`src/rtl/sort_pkg.sv`:
```
// ---------------------------------------------------------------------------
// sort_pkg
// Shared types and helpers for the serial odd-even transposition sorter.
//   state_e      : FSM states (LOAD accepts input, SORT runs passes,
//                  DRAIN emits results).
//   IDX_W/PASS_W : counter widths for the default frame size of 4.
//   idx_width()  : element-index counter width for an arbitrary frame size.
//   pass_width() : pass counter width; it must be able to hold the value N.
//   cas_swap()   : decides whether an adjacent pair is out of order.
// ---------------------------------------------------------------------------
package sort_pkg;

    typedef enum logic [1:0] {
        LOAD  = 2'd0,
        SORT  = 2'd1,
        DRAIN = 2'd2
    } state_e;

    localparam int DEFAULT_N = 4;
    localparam int IDX_W     = $clog2(DEFAULT_N);
    localparam int PASS_W    = $clog2(DEFAULT_N + 1);

    // Widest element the compare helper handles. Narrower elements are
    // zero-extended, which keeps the comparison unsigned.
    localparam int MAX_W = 64;

    function automatic int idx_width(input int n);
        return (n < 2) ? 1 : $clog2(n);
    endfunction

    function automatic int pass_width(input int n);
        return $clog2(n + 1);
    endfunction

    // Returns 1 when a (lower position) and b (upper position) must be
    // exchanged. p = 0 orders ascending and p = 1 orders descending. Equal
    // values never swap, so duplicates keep their relative order.
    function automatic logic cas_swap(input logic [MAX_W-1:0] a,
                                      input logic [MAX_W-1:0] b,
                                      input logic             p);
        return p ? (a < b) : (a > b);
    endfunction

endpackage

```
`src/rtl/sort_cas.sv`:
```
// ---------------------------------------------------------------------------
// sort_cas
// Compare-and-swap cell for one adjacent pair of the sort buffer.
//   W  : element width
//   P  : sort order (0 ascending, 1 descending)
//   a  : element at the lower buffer position
//   b  : element at the upper buffer position
//   lo : value to write back to the lower position
//   hi : value to write back to the upper position
// ---------------------------------------------------------------------------
module sort_cas
    import sort_pkg::*;
#(
    parameter int W = 8,
    parameter bit P = 1'b0
) (
    input  logic [W-1:0] a,
    input  logic [W-1:0] b,
    output logic [W-1:0] lo,
    output logic [W-1:0] hi
);

    logic swap;

    always_comb begin
        swap = cas_swap(MAX_W'(a), MAX_W'(b), P);
        lo   = swap ? b : a;
        hi   = swap ? a : b;
    end

endmodule

```
`src/rtl/sort_stream.sv`:
```
// ---------------------------------------------------------------------------
// sort_stream
// Collects N elements from a valid/ready stream, sorts them in place with N
// passes of odd-even transposition, then streams them out one per handshake.
//   N, W, P  : frame size, element width, order (0 ascending, 1 descending)
//   i_clk    : clock, rising edge
//   i_rst_n  : asynchronous active-low reset
//   i_data   : input element, taken when i_valid and o_ready are both high
//   i_valid  : input element valid
//   o_ready  : block is in LOAD and can take an element
//   o_data   : output element (buffer entry at the current index)
//   o_valid  : output element valid (DRAIN)
//   i_ready  : downstream takes o_data
//   o_last   : current output is the final element of the frame
// ---------------------------------------------------------------------------
module sort_stream
    import sort_pkg::*;
#(
    parameter int N = 4,
    parameter int W = 8,
    parameter int P = 1
) (
    input  logic         i_clk,
    input  logic         i_rst_n,
    input  logic [W-1:0] i_data,
    input  logic         i_valid,
    output logic         o_ready,
    output logic [W-1:0] o_data,
    output logic         o_valid,
    input  logic         i_ready,
    output logic         o_last
);

    localparam int IW    = idx_width(N);
    localparam int PW    = pass_width(N);
    localparam int NE    = N / 2;
    localparam int NO    = (N - 1) / 2;
    localparam int NO_SZ = (NO > 0) ? NO : 1;
    localparam bit ORDER = (P != 0);

    state_e          state_q, state_d;
    logic [IW-1:0]   idx_q, idx_d;
    logic [PW-1:0]   pass_q, pass_d;
    logic [W-1:0]    buf_q [N];
    logic [W-1:0]    buf_d [N];
    logic [W-1:0]    pass_res [N];

    logic [W-1:0]    even_lo [NE];
    logic [W-1:0]    even_hi [NE];
    logic [W-1:0]    odd_lo  [NO_SZ];
    logic [W-1:0]    odd_hi  [NO_SZ];

    logic            last_idx;

    // Even-phase cells cover pairs (0,1), (2,3), ...
    for (genvar k = 0; k < NE; k++) begin : g_even
        sort_cas #(.W(W), .P(ORDER)) u_cas (
            .a  (buf_q[2*k]),
            .b  (buf_q[2*k+1]),
            .lo (even_lo[k]),
            .hi (even_hi[k])
        );
    end

    // Odd-phase cells cover pairs (1,2), (3,4), ...
    if (NO > 0) begin : g_odd_cells
        for (genvar k = 0; k < NO; k++) begin : g_odd
            sort_cas #(.W(W), .P(ORDER)) u_cas (
                .a  (buf_q[2*k+1]),
                .b  (buf_q[2*k+2]),
                .lo (odd_lo[k]),
                .hi (odd_hi[k])
            );
        end
    end else begin : g_no_odd
        assign odd_lo[0] = '0;
        assign odd_hi[0] = '0;
    end

    // Pass parity picks which cell set writes back; any element outside the
    // chosen pairs (ends of the buffer) keeps its current value.
    always_comb begin
        pass_res = buf_q;
        if (!pass_q[0]) begin
            for (int k = 0; k < NE; k++) begin
                pass_res[2*k]   = even_lo[k];
                pass_res[2*k+1] = even_hi[k];
            end
        end else begin
            for (int k = 0; k < NO; k++) begin
                pass_res[2*k+1] = odd_lo[k];
                pass_res[2*k+2] = odd_hi[k];
            end
        end
    end

    assign last_idx = (idx_q == IW'(N - 1));

    // Next-state logic for the FSM, counters and buffer. LOAD and DRAIN share
    // the index counter; SORT always runs exactly N passes.
    always_comb begin
        state_d = state_q;
        idx_d   = idx_q;
        pass_d  = pass_q;
        buf_d   = buf_q;
        unique case (state_q)
            LOAD: begin
                if (i_valid) begin
                    buf_d[idx_q] = i_data;
                    if (last_idx) begin
                        idx_d   = '0;
                        pass_d  = '0;
                        state_d = SORT;
                    end else begin
                        idx_d = idx_q + 1'b1;
                    end
                end
            end
            SORT: begin
                buf_d  = pass_res;
                pass_d = pass_q + 1'b1;
                if (pass_q == PW'(N - 1)) begin
                    state_d = DRAIN;
                end
            end
            DRAIN: begin
                if (i_ready) begin
                    if (last_idx) begin
                        idx_d   = '0;
                        state_d = LOAD;
                    end else begin
                        idx_d = idx_q + 1'b1;
                    end
                end
            end
            default: begin
                state_d = LOAD;
            end
        endcase
    end

    // Outputs come only from registered state so that neither handshake
    // input has a combinational path to an output.
    always_comb begin
        o_ready = (state_q == LOAD);
        o_valid = (state_q == DRAIN);
        o_last  = (state_q == DRAIN) && last_idx;
        o_data  = buf_q[idx_q];
    end

    // Reset clears the buffer as well, so o_data reads zero out of reset and
    // a reset mid-frame leaves no stale elements visible.
    always_ff @(posedge i_clk or negedge i_rst_n) begin
        if (!i_rst_n) begin
            state_q <= LOAD;
            idx_q   <= '0;
            pass_q  <= '0;
            for (int k = 0; k < N; k++) begin
                buf_q[k] <= '0;
            end
        end else begin
            state_q <= state_d;
            idx_q   <= idx_d;
            pass_q  <= pass_d;
            buf_q   <= buf_d;
        end
    end

endmodule

```
`config.mk`:
```
export PLATFORM = sky130hd
export DESIGN_NAME = sort_stream
export DESIGN_NICKNAME = d
export VERILOG_FILES = /design/src/rtl/sort_pkg.sv /design/src/rtl/sort_cas.sv /design/src/rtl/sort_stream.sv
export SDC_FILE = /design/constraint.sdc
export NUM_CORES = 1
export LEC_CHECK = 0
export CORE_MARGIN = 3
export CORE_UTILIZATION = 52
export DETAILED_ROUTE_END_ITERATION = 8
export PLACE_DENSITY_LB_ADDON = 0.05
export SLEW_MARGIN = 20
export SYNTH_ARGS = -nofsm -noshare
export SYNTH_HDL_FRONTEND = slang
export SYNTH_SLANG_ARGS = --single-unit
```
`constraint.sdc`:
```
create_clock -name i_clk -period 2.11 [get_ports i_clk]
set_input_delay 0.422 -clock i_clk [delete_from_list [all_inputs] [get_ports i_clk]]
set_output_delay 0.422 -clock i_clk [all_outputs]
set_load 0.005 [all_outputs]
```
* Yosys cells after proc, flatten, opt, wreduce, memory -nomap -nowiden
Cells that the tools add are included.
** Word-level totals
- Flip-flop bits (word level) :: 39
- Input port bits :: 12
- Output and inout bits :: 11
- Word-level logic and storage cells :: 72
** Operators by class
- Add/subtract/negate cells :: 2
- Order comparisons :: 5
- Eq/ne operators :: 15
- Muxes and demuxes :: 30
- Bitwise operators :: 1
- Reductions and logical operators :: 12
** Operators by type and width (number)
- 8-bit 2-to-1 mux :: 11
- 32-bit one-hot mux with 2 select lines :: 1
- 32-bit bitwise mux :: 1
- 32-bit 2-to-1 mux :: 1
- 8-bit less-than comparator :: 3
- 8-bit binary-select mux with 2-bit select :: 1
- 8-bit demux with 2-bit select :: 1
- 16-bit 2-to-1 mux :: 1
- 2-bit 2-to-1 mux :: 8
- 4-bit AND reduction :: 4
- 2-bit by 1-bit inequality test with 1-bit output (second input constant) :: 5
- 3-bit by 2-bit inequality test with 1-bit output (second input constant) :: 3
- 3-bit 2-to-1 mux :: 2
- 2-bit inequality test (second input constant) :: 3
- 2-bit one-hot mux with 3 select lines :: 1
- 3-bit one-hot mux with 2 select lines :: 1
- 3-bit AND reduction :: 2
- 5-bit AND reduction :: 1
- 2-bit == test (second input constant) :: 2
- 2-bit one-hot mux with 2 select lines :: 1
- 2-bit nonzero test :: 2
- 3-bit by 1-bit adder with 3-bit output (second input constant) :: 1
- 3-bit by 2-bit == test with 1-bit output (second input constant) :: 1
- 3-bit >= comparator (second input constant) :: 1
- other kinds (6) :: 7

* Depth between registers and ports, before layout
Gate-level depths: netlist (run 1).
- Depth in word-level cells :: 8
- Depth in mapped cells :: 9
- Gate-level depth less buffers :: 8

* By module
A second synthesis (run 1) with hierarchy kept.
** Unflattened totals
- Cells, all modules :: 368
- Area, all modules :: 3927.5 um^2
** Modules (own cells, without submodules)
- sort_stream :: times used 1, cells each 245, area each 2651.3 um^2, seq. area each 975.9 um^2
- sort_cas :: times used 3, cells each 41, area each 425.4 um^2, seq. area each 0.0 um^2

* Worst setup path after synthesis (run 1)
OpenSTA, ideal clock, no wires.
- Path kind :: flip-flop to flip-flop
- From :: register idx_q[0]
- To :: register buf_q[24] (netlist name)
- Library setup time :: 0.125 ns
- Arrival :: 2.101 ns
- Required time :: 1.985 ns
- Path slack :: -0.116 ns
- Stages on the path, launching flop included :: 8
- Path buffers :: 2
- Clock period less this slack :: 2.226 ns
- Cell sequence :: dfrtp_1 > clkbuf_1 > inv_1 > ha_1 > clkbuf_1 > or3b_2 > o41ai_4 > mux2_2
** Between the ends
- Word-level cells in the longest chain between the ends :: 8
- Elaborated cells on any way between the ends :: 9
- Those cells by class :: order compare (2); mux (5); bitwise (1); reduce/logical (1)
** RTL lines
- from (decl) :: line sort_stream.sv:42 : logic [IW-1:0] idx_q, idx_d;
- from (signal assigned) :: line sort_stream.sv:163 : idx_q <= idx_d;
- 2-bit inverter with 3-bit output (implied by the code) * :: line sort_stream.sv:109 : buf_d[idx_q] = i_data;
- 3-bit >= comparator (implied by the code) or 3-bit by 1-bit less-than comparator with 1-bit output (tied branches) :: line sort_stream.sv:109
- 1-bit logical AND (implied by the code) :: line sort_stream.sv:109
- 8-bit 2-to-1 mux (implied by the code) :: line sort_stream.sv:109
- 8-bit demux with 2-bit select * :: line sort_stream.sv:109
- 32-bit bitwise mux * :: line sort_stream.sv:109
- 32-bit 2-to-1 mux * :: line sort_stream.sv:108 : if (i_valid) begin
- 32-bit one-hot mux with 2 select lines * :: line sort_stream.sv:106 : unique case (state_q)
- to (signal assigned) :: line sort_stream.sv:165 : buf_q <= buf_d;
- to (decl) :: line sort_stream.sv:44 : logic [W-1:0] buf_q [N];
Mark *: on every way between the ends. The rest lies on a longest branch, timed or not. The select of a mux whose other input is x is not followed.
A chain may end at the register's enable or synchronous reset.

* Worst setup path after layout (run 1)
- From :: register buf_q[18] (netlist name)
- To :: register buf_q[16] (netlist name)
** Between the ends
- Word-level cells in the longest chain between the ends :: 3
- Elaborated cells on any way between the ends :: 5
- Those cells by class :: order compare (2); eq/ne (2); reduce/logical (1)
** RTL lines
- 8-bit less-than comparator :: line sort_pkg.sv:41 : return p ? (a < b) : (a > b);
- 3-bit by 2-bit inequality test with 1-bit output (no line)
- 4-bit AND reduction (no line) *
Mark *: on every way between the ends. The rest lies on a longest branch, timed or not.

==> run_results.csv, run 1 <==
group,metric,value,unit
floorplanning,fp.dieH,81.3,microns
worst_setup_path,end_kind,"flop",
grt,grt_max_degree,40,
synth,synth.area.top_cells,"dfrtp_1 (33%), ha_1 (11%), mux2i_1 (10%), mux4_2 (5.3%), o21ai_0 (3.2%)",
placed_design,place_area,3690,sq um
sta,fin_crit,2250,ps
clocking,insertion_delay,310,ps
sta,worst_pin_slew,345,ps
sta,post-route-period-util,106,%
power,swShare,42.6,%
power,peakVddDrop,0.00118,V
synth,synth.avg_cell_area,10.1,sq um
route,dr.first_iter.drc_count,155,
placed_design,place_ws,-222,ps
floorplanning,rows,26,
finish,stdcell_area,4210,sq um
floorplanning,die_x,81.3,microns
route,viasPerCell,5.99,
worst_setup_path,path_max_fanout,3,
status,violations,"negative setup slack",
floorplanning,pin_count,23,
power,p_total,0.00766,W
grt,gr-max-usage-layer,"met2",
finish,nets,425,
placed_design,port_buffers,22,
finish,drive_gt1_share,38.5,%
sta,fin_skew,14.3,ps
grt,antenna_found_initial,0,
grt,grt_pass1_vias,2719,
route,first_pass_iters,5,
grt,grt.overflow.total,0,
power,p_seq_share,17.6,%
run,max-cap-violations,0,
route,drc_errors,0,
sta,slew_headroom,77.0,%
synth,yosysSeqAreaShare,33.1,%
worst_setup_path,start_kind,"flop",
clocking,cts-htree-levels,2,
floorplanning,core_area,5300,sq um
clocking,numCtsBuffers,5,
synth,yosys_most_used_dff,"dfrtp_1",
sta,whs,74.0,ps
finish,antenna_cells,0,
power,p_int,0.00440,W
synth,yosysWarningCount,0,
synth,netlist_instances,293,
power,p_switching,0.00326,W
synth,syn-num-nets,332,
sta,max_freq,445,MHz
synth,synth_cell_types,42,
synth,netlist_area,2950,sq um
worst_hold_path,hold_path.class,"in2async",
placed_design,gp_congestion,0.845,
status,outcome,"finished with violations",
synth,synth_top_area_share,33.1,%
worst_setup_path,reg2regPathDepth,8,
sta,finalHoldViolCount,0,
route,vias,2736,
synth,synth_top_cell_by_area,"dfrtp_1",
clocking,cts.reportedPaths.clkPinSlew,90,ps
grt,grt.total_usage,28.3,%
synth,synth_edf_count,0,
power,pwr-share-comb,73.4,%
worst_setup_path,cp.required,2300,ps
grt,gr-usage-met2,47.1,%
grt,gr-usage-met3,3.10,%
grt,gr-usage-met1,39.1,%
clocking,cts-hold-fix-buffers,0,
clocking,clockRootBuffer,"clkbuf_8",
route,wire_per_inst,19.8,microns
synth,ys_top_cells_by_count,"dfrtp_1 (39), mux2i_1 (30), ha_1 (27)",
clocking,ctsLongestPathBuffers,2,
power,pwr-share-clk,9.1,%
power,p_per_area,1820,nW/um^2
finish,syn2layout_area_growth,42.7,%
sta,worst_slack,-136,ps
synth,ys_seq_elements,39,
synth,async_flop_share,100,%
floorplanning,die_area,6610,sq um
sta,finalSetupViolations,16,
clocking,cts.sinks,39,
route,wl,9.05,mm
sta,rsz0062_at_grt,"true",
worst_setup_path,crit_arrival,2440,ps
synth,yosysMostFrequentCell,"dfrtp_1",
clocking,cts_tree,"yes",
power,leakagePower,1.98,nW
placed_design,place_hpwl,6.02,mm
floorplanning,initial_utilization,55.6,%
worst_setup_path,crit_type,"reg2reg",
grt,grt_pass1_wl,14.0,mm
sta,final_max_slew_viol_count,0,
route,antenna_left,0,
finish,fin_cells,457,
placed_design,place_inst,432,
==> final timing paths <==
check / from / end / slack, ps
max: buf_q[18] / buf_q[16] / -140
min: i_rst_n / buf_q[22] / 70
max reg2reg: buf_q[18] / buf_q[16] / -140
min reg2reg: pass_q[1] / pass_q[1] / 510
max in group asynchronous: i_rst_n / state_q[1] / 1830
min in group i_clk: pass_q[1] / pass_q[1] / 510
==> metrics by stage <==
stage	utilization, %	TNS, ps
final	79.4	-1460
after global routing	79.4	-2220
after CTS	76.7	-410
after detailed placement	69.5	-4260
after global placement	69.5	-4200
after floorplan	-	0
==> final cells by class <==
| cell class | count | area [sq um] |
|---|---|---|
| well taps | 70 | 87.6 |
| clock buffers | 6 | 82.6 |
| clock inverters | 2 | 38.8 |
| inverters | 25 | 93.8 |
| repair buffers | 106 | 912 |
| fillers | 323 | 1090 |
| multi-input cells | 209 | 2020 |
| flip-flops and latches | 39 | 980 |
==> per-layer routing <==
layer / routed length (microns) / vias to the layer above
met4: 142 / 0
met5: 0 / -
met2: 4410 / 116
met3: 497 / 16
met1: 4000 / 1336
li1: - / 1268
==> cell usage in the layout, fill, tap and decap left out, types with 4 or more instances in the layout <==
| cell type | n |
|---|---|
| clkdlybuf4s50_1 | 12 |
| ha_1 | 20 |
| buf_6 | 11 |
| o21ai_0 | 18 |
| clkbuf_8 | 6 |
| a31oi_1 | 14 |
| buf_12 | 4 |
| dfrtp_1 | 36 |
| nand2_1 | 8 |
| nand2b_1 | 6 |
| o31ai_1 | 7 |
| a21oi_1 | 4 |
| inv_1 | 20 |
| ha_4 | 7 |
| nor2_1 | 22 |
| dlygate4sd2_1 | 4 |
| mux2_4 | 10 |
| a22oi_1 | 7 |
| mux2i_1 | 28 |
| buf_4 | 69 |
| clkbuf_2 | 4 |
| mux4_2 | 7 |
| nand3_1 | 12 |
| inv_2 | 5 |
==> cell families (layout without fill, tap and decap cells) <==
group                      count (synthesis)  count (layout)  synth area share [%]
adders and majority gates                 27              27                  11.5
buffers and inverters                     45             139                  7.04
AOI/OAI and AO/OA                         74              74                  17.9
muxes                                     48              48                  20.5
and+or+nand+nor                           60              60                  10.1
DFF                                       39              39                  33.1
==> sequential cells by signal (all words and copies together), names as in the netlist <==
| signal | count |
|---|---|
| buf_q | 32 |
| idx_q | 2 |
| pass_q | 3 |
| state_q | 2 |
==> power by group through the flow <==
stage / sequential [W] / clock [W] / combinational (W)
4_1_cts: 0.00133 / 0.000695 / 0.00505
6_report: 0.00135 / 0.000694 / 0.00562
3_5_place_dp: 0.00134 / 0 / 0.00436
2_1_floorplan: 0.00129 / 0 / 0.00264
5_1_grt: 0.00139 / 0.000738 / 0.00600
3_3_place_gp: 0.00133 / 0 / 0.00428
==> critical path: stages (launching register included) <==
cell	delay, ps
dfrtp_1	400
buf_6	130
ha_4	200
o21a_1	210
o2111ai_2	210
o21ai_2	110
a41o_1	220
a211o_4	350
mux2_4	300
==> what timing repair did <==
item / in CTS / in global routing
buffers inserted: 10 / 7
gates resized for setup: 46 / 27
setup endpoints to repair: 41 / 37
pin swaps: 10 / 6
Note: power is estimated with default switching activity, not from simulation.
==> inputs of run 2 (changes only) <==
--- a/config.mk
+++ b/config.mk
@@ -6,7 +6,7 @@
 export NUM_CORES = 1
 export LEC_CHECK = 0
 export CORE_MARGIN = 3
-export CORE_UTILIZATION = 52
+export CORE_UTILIZATION = 53
 export DETAILED_ROUTE_END_ITERATION = 8
 export PLACE_DENSITY_LB_ADDON = 0.05
 export SLEW_MARGIN = 20
==> run_results.csv, run 2 (synthesized netlist as in run 1, its figures left out) <==
group,metric,value,unit
status,outcome,"finished with violations",
status,violations,"negative setup slack",
worst_setup_path,crit_buf_inv,2,
route,viasPerCell,5.79,
finish,top_register,"buf_q",
grt,gr-max-usage-layer,"met2",
sta,tns,-1270,ps
clocking,cts_tree,"yes",
grt,gr-usage-met3,4.60,%
finish,nets,421,
placed_design,place_area,3640,sq um
power,peakVddDrop,0.00109,V
sta,rsz0062_at_grt,"true",
floorplanning,initial_utilization,56.3,%
worst_setup_path,cp.required,2280,ps
worst_setup_path,crit_arrival,2400,ps
route,antenna_left,0,
finish,final_common_cell,"buf_4",
grt,grt_pass1_vias,2585,
floorplanning,rows,26,
worst_setup_path,r2r_slack,-120,ps
finish,syn2layout_area_growth,40.3,%
route,wl,8.58,mm
floorplanning,die_x,80.6,microns
worst_setup_path,cp_top_family,"compound AO/OA/AOI/OAI gates",
grt,antenna_found_initial,0,
worst_setup_path,crit_type,"reg2reg",
worst_setup_path,r2r_end,"buf_q[22]",
power,leakagePower,1.93,nW
clocking,clockRootBuffer,"clkbuf_8",
worst_setup_path,reg2regPathDepth,8,
clocking,numCtsBuffers,5,
clocking,cts.sinks,39,
clocking,cts.reportedPaths.clkPinSlew,90,ps
finish,nFillCells,341,
floorplanning,pin_count,23,
worst_setup_path,start_kind,"flop",
finish,stdcell_area,4140,sq um
finish,final_util,79.0,%
grt,grt_max_degree,49,
floorplanning,die_area,6500,sq um
worst_setup_path,slowest_delay,450,ps
sta,post-route-period-util,106,%
grt,grt.overflow.total,0,
worst_setup_path,end_kind,"flop",
sta,fin_crit,2230,ps
route,vias,2624,
sta,slew_headroom,68.2,%
worst_setup_path,reg2reg_from,"buf_q[9]",
route,drc_errors,0,
sta,fin_skew,5.70,ps
sta,max_freq,449,MHz
run,max-cap-violations,0,
sta,finalSetupViolations,24,
worst_setup_path,path_cells,"inv_2 -> ha_4 -> a2111oi_4 -> o21ai_2 -> a41o_1 -> a211o_1 -> buf_6 -> mux2i_2",
grt,gr-usage-met1,36.0,%
worst_setup_path,critPathSlowestCell,"dfrtp_2",
placed_design,place_hpwl,5.79,mm
route,dr.first_iter.drc_count,164,
clocking,cts-htree-levels,2,
placed_design,gp_congestion,0.910,
floorplanning,fp.dieH,80.6,microns
sta,worst_pin_slew,477,ps
grt,grt.total_usage,27.6,%
grt,grt_pass1_wl,13.4,mm
power,p_total,0.00734,W
worst_hold_path,hold_path.class,"in2async",
route,wire_per_inst,18.9,microns
sta,worst_slack,-117,ps
route,first_pass_iters,4,
finish,multi_input_area,1970,sq um
power,p_per_area,1770,nW/um^2
grt,gr-usage-met2,45.9,%
clocking,ctsLongestPathBuffers,2,
worst_setup_path,path_max_fanout,6,
clocking,cts-hold-fix-buffers,0,
finish,largest_register_ffs,32,
sta,final_max_slew_viol_count,0,
finish,layout_common_cells,"buf_4 (66), dfrtp_1 (35), mux2i_1 (28)",
finish,seqCellArea,981,sq um
clocking,insertion_delay,300,ps
floorplanning,core_area,5240,sq um
sta,finalHoldViolCount,0,
finish,top_regs,"buf_q: 32 flops, pass_q: 3 flops",
placed_design,port_buffers,22,
finish,drive_gt1_share,37.1,%
finish,antenna_cells,0,
-- run 2: cell count changes in the layout (fill, tap and decap cells not counted), sizes merged --
| cell | before | now |
|---|---|---|
| buf | 85 | 80 |
| clkdlybuf4s15 | 1 | 6 |
| dlygate4sd2 | 4 | 0 |
| dlymetal6s2s | 0 | 1 |
| clkbuf | 10 | 9 |
| clkinv | 0 | 1 |
| inv | 26 | 25 |
-- run 2: cell type report --
cell class	count	area share [%]
Sequential cell	39	23.7
Clock buffer	6	2.00
Clock inverter	2	0.846
Tap cell	70	2.12
Timing Repair Buffer	102	21.6
Inverter	25	2.27
Multi-Input combinational cell	209	47.5
-- run 2: where the power goes --
| group | switching [W] | internal (W) |
|---|---|---|
| Combinational | 0.00248 | 0.00281 |
| Clock | 0.000295 | 0.000383 |
| Sequential | 0.000303 | 0.00107 |
| Total | 0.00308 | 0.00426 |
-- run 2: what timing repair did --
item / 4_1_cts / 5_1_grt
endpoints found under the setup margin: 41 / 38
setup buffers: 8 / 8
cloned: 0 / 1
pin swaps: 9 / 3
resized for setup: 29 / 34
-- run 2: per-stage QoR --
| stage | hold WS (ps) | cells | setup slack [ps] |
|---|---|---|---|
| global route | 77.1 | 453 | -186 |
| CTS | 89.3 | 444 | -117 |
| floorplan | 126 | 293 | 15.6 |
| global placement | 412 | 428 | -189 |
| detailed placement | 418 | 428 | -196 |
| finish | 76.3 | 453 | -117 |
-- run 2: how the worst max path moves through the flow --
stage | endpoint | slack (ps) | depth (start not counted) | from
after floorplan | buf_q[24] | 20 | 8 | buf_q[21]
after global placement | buf_q[13] | -190 | 7 | i_valid
after detailed placement | buf_q[13] | -200 | 7 | i_valid
after CTS | buf_q[11] | -120 | 8 | buf_q[9]
after global routing | buf_q[22] | -190 | 8 | buf_q[17]
final | buf_q[22] | -120 | 8 | buf_q[9]
-- run 2: routing by layer --
metal / share of wire [%] / vias to the layer above / wire, microns
met3: 5.8 / 10 / 502
li1: - / 1261 / -
met4: 1.2 / 0 / 105
met2: 51 / 74 / 4360
met5: 0 / - / 0
met1: 42 / 1279 / 3620
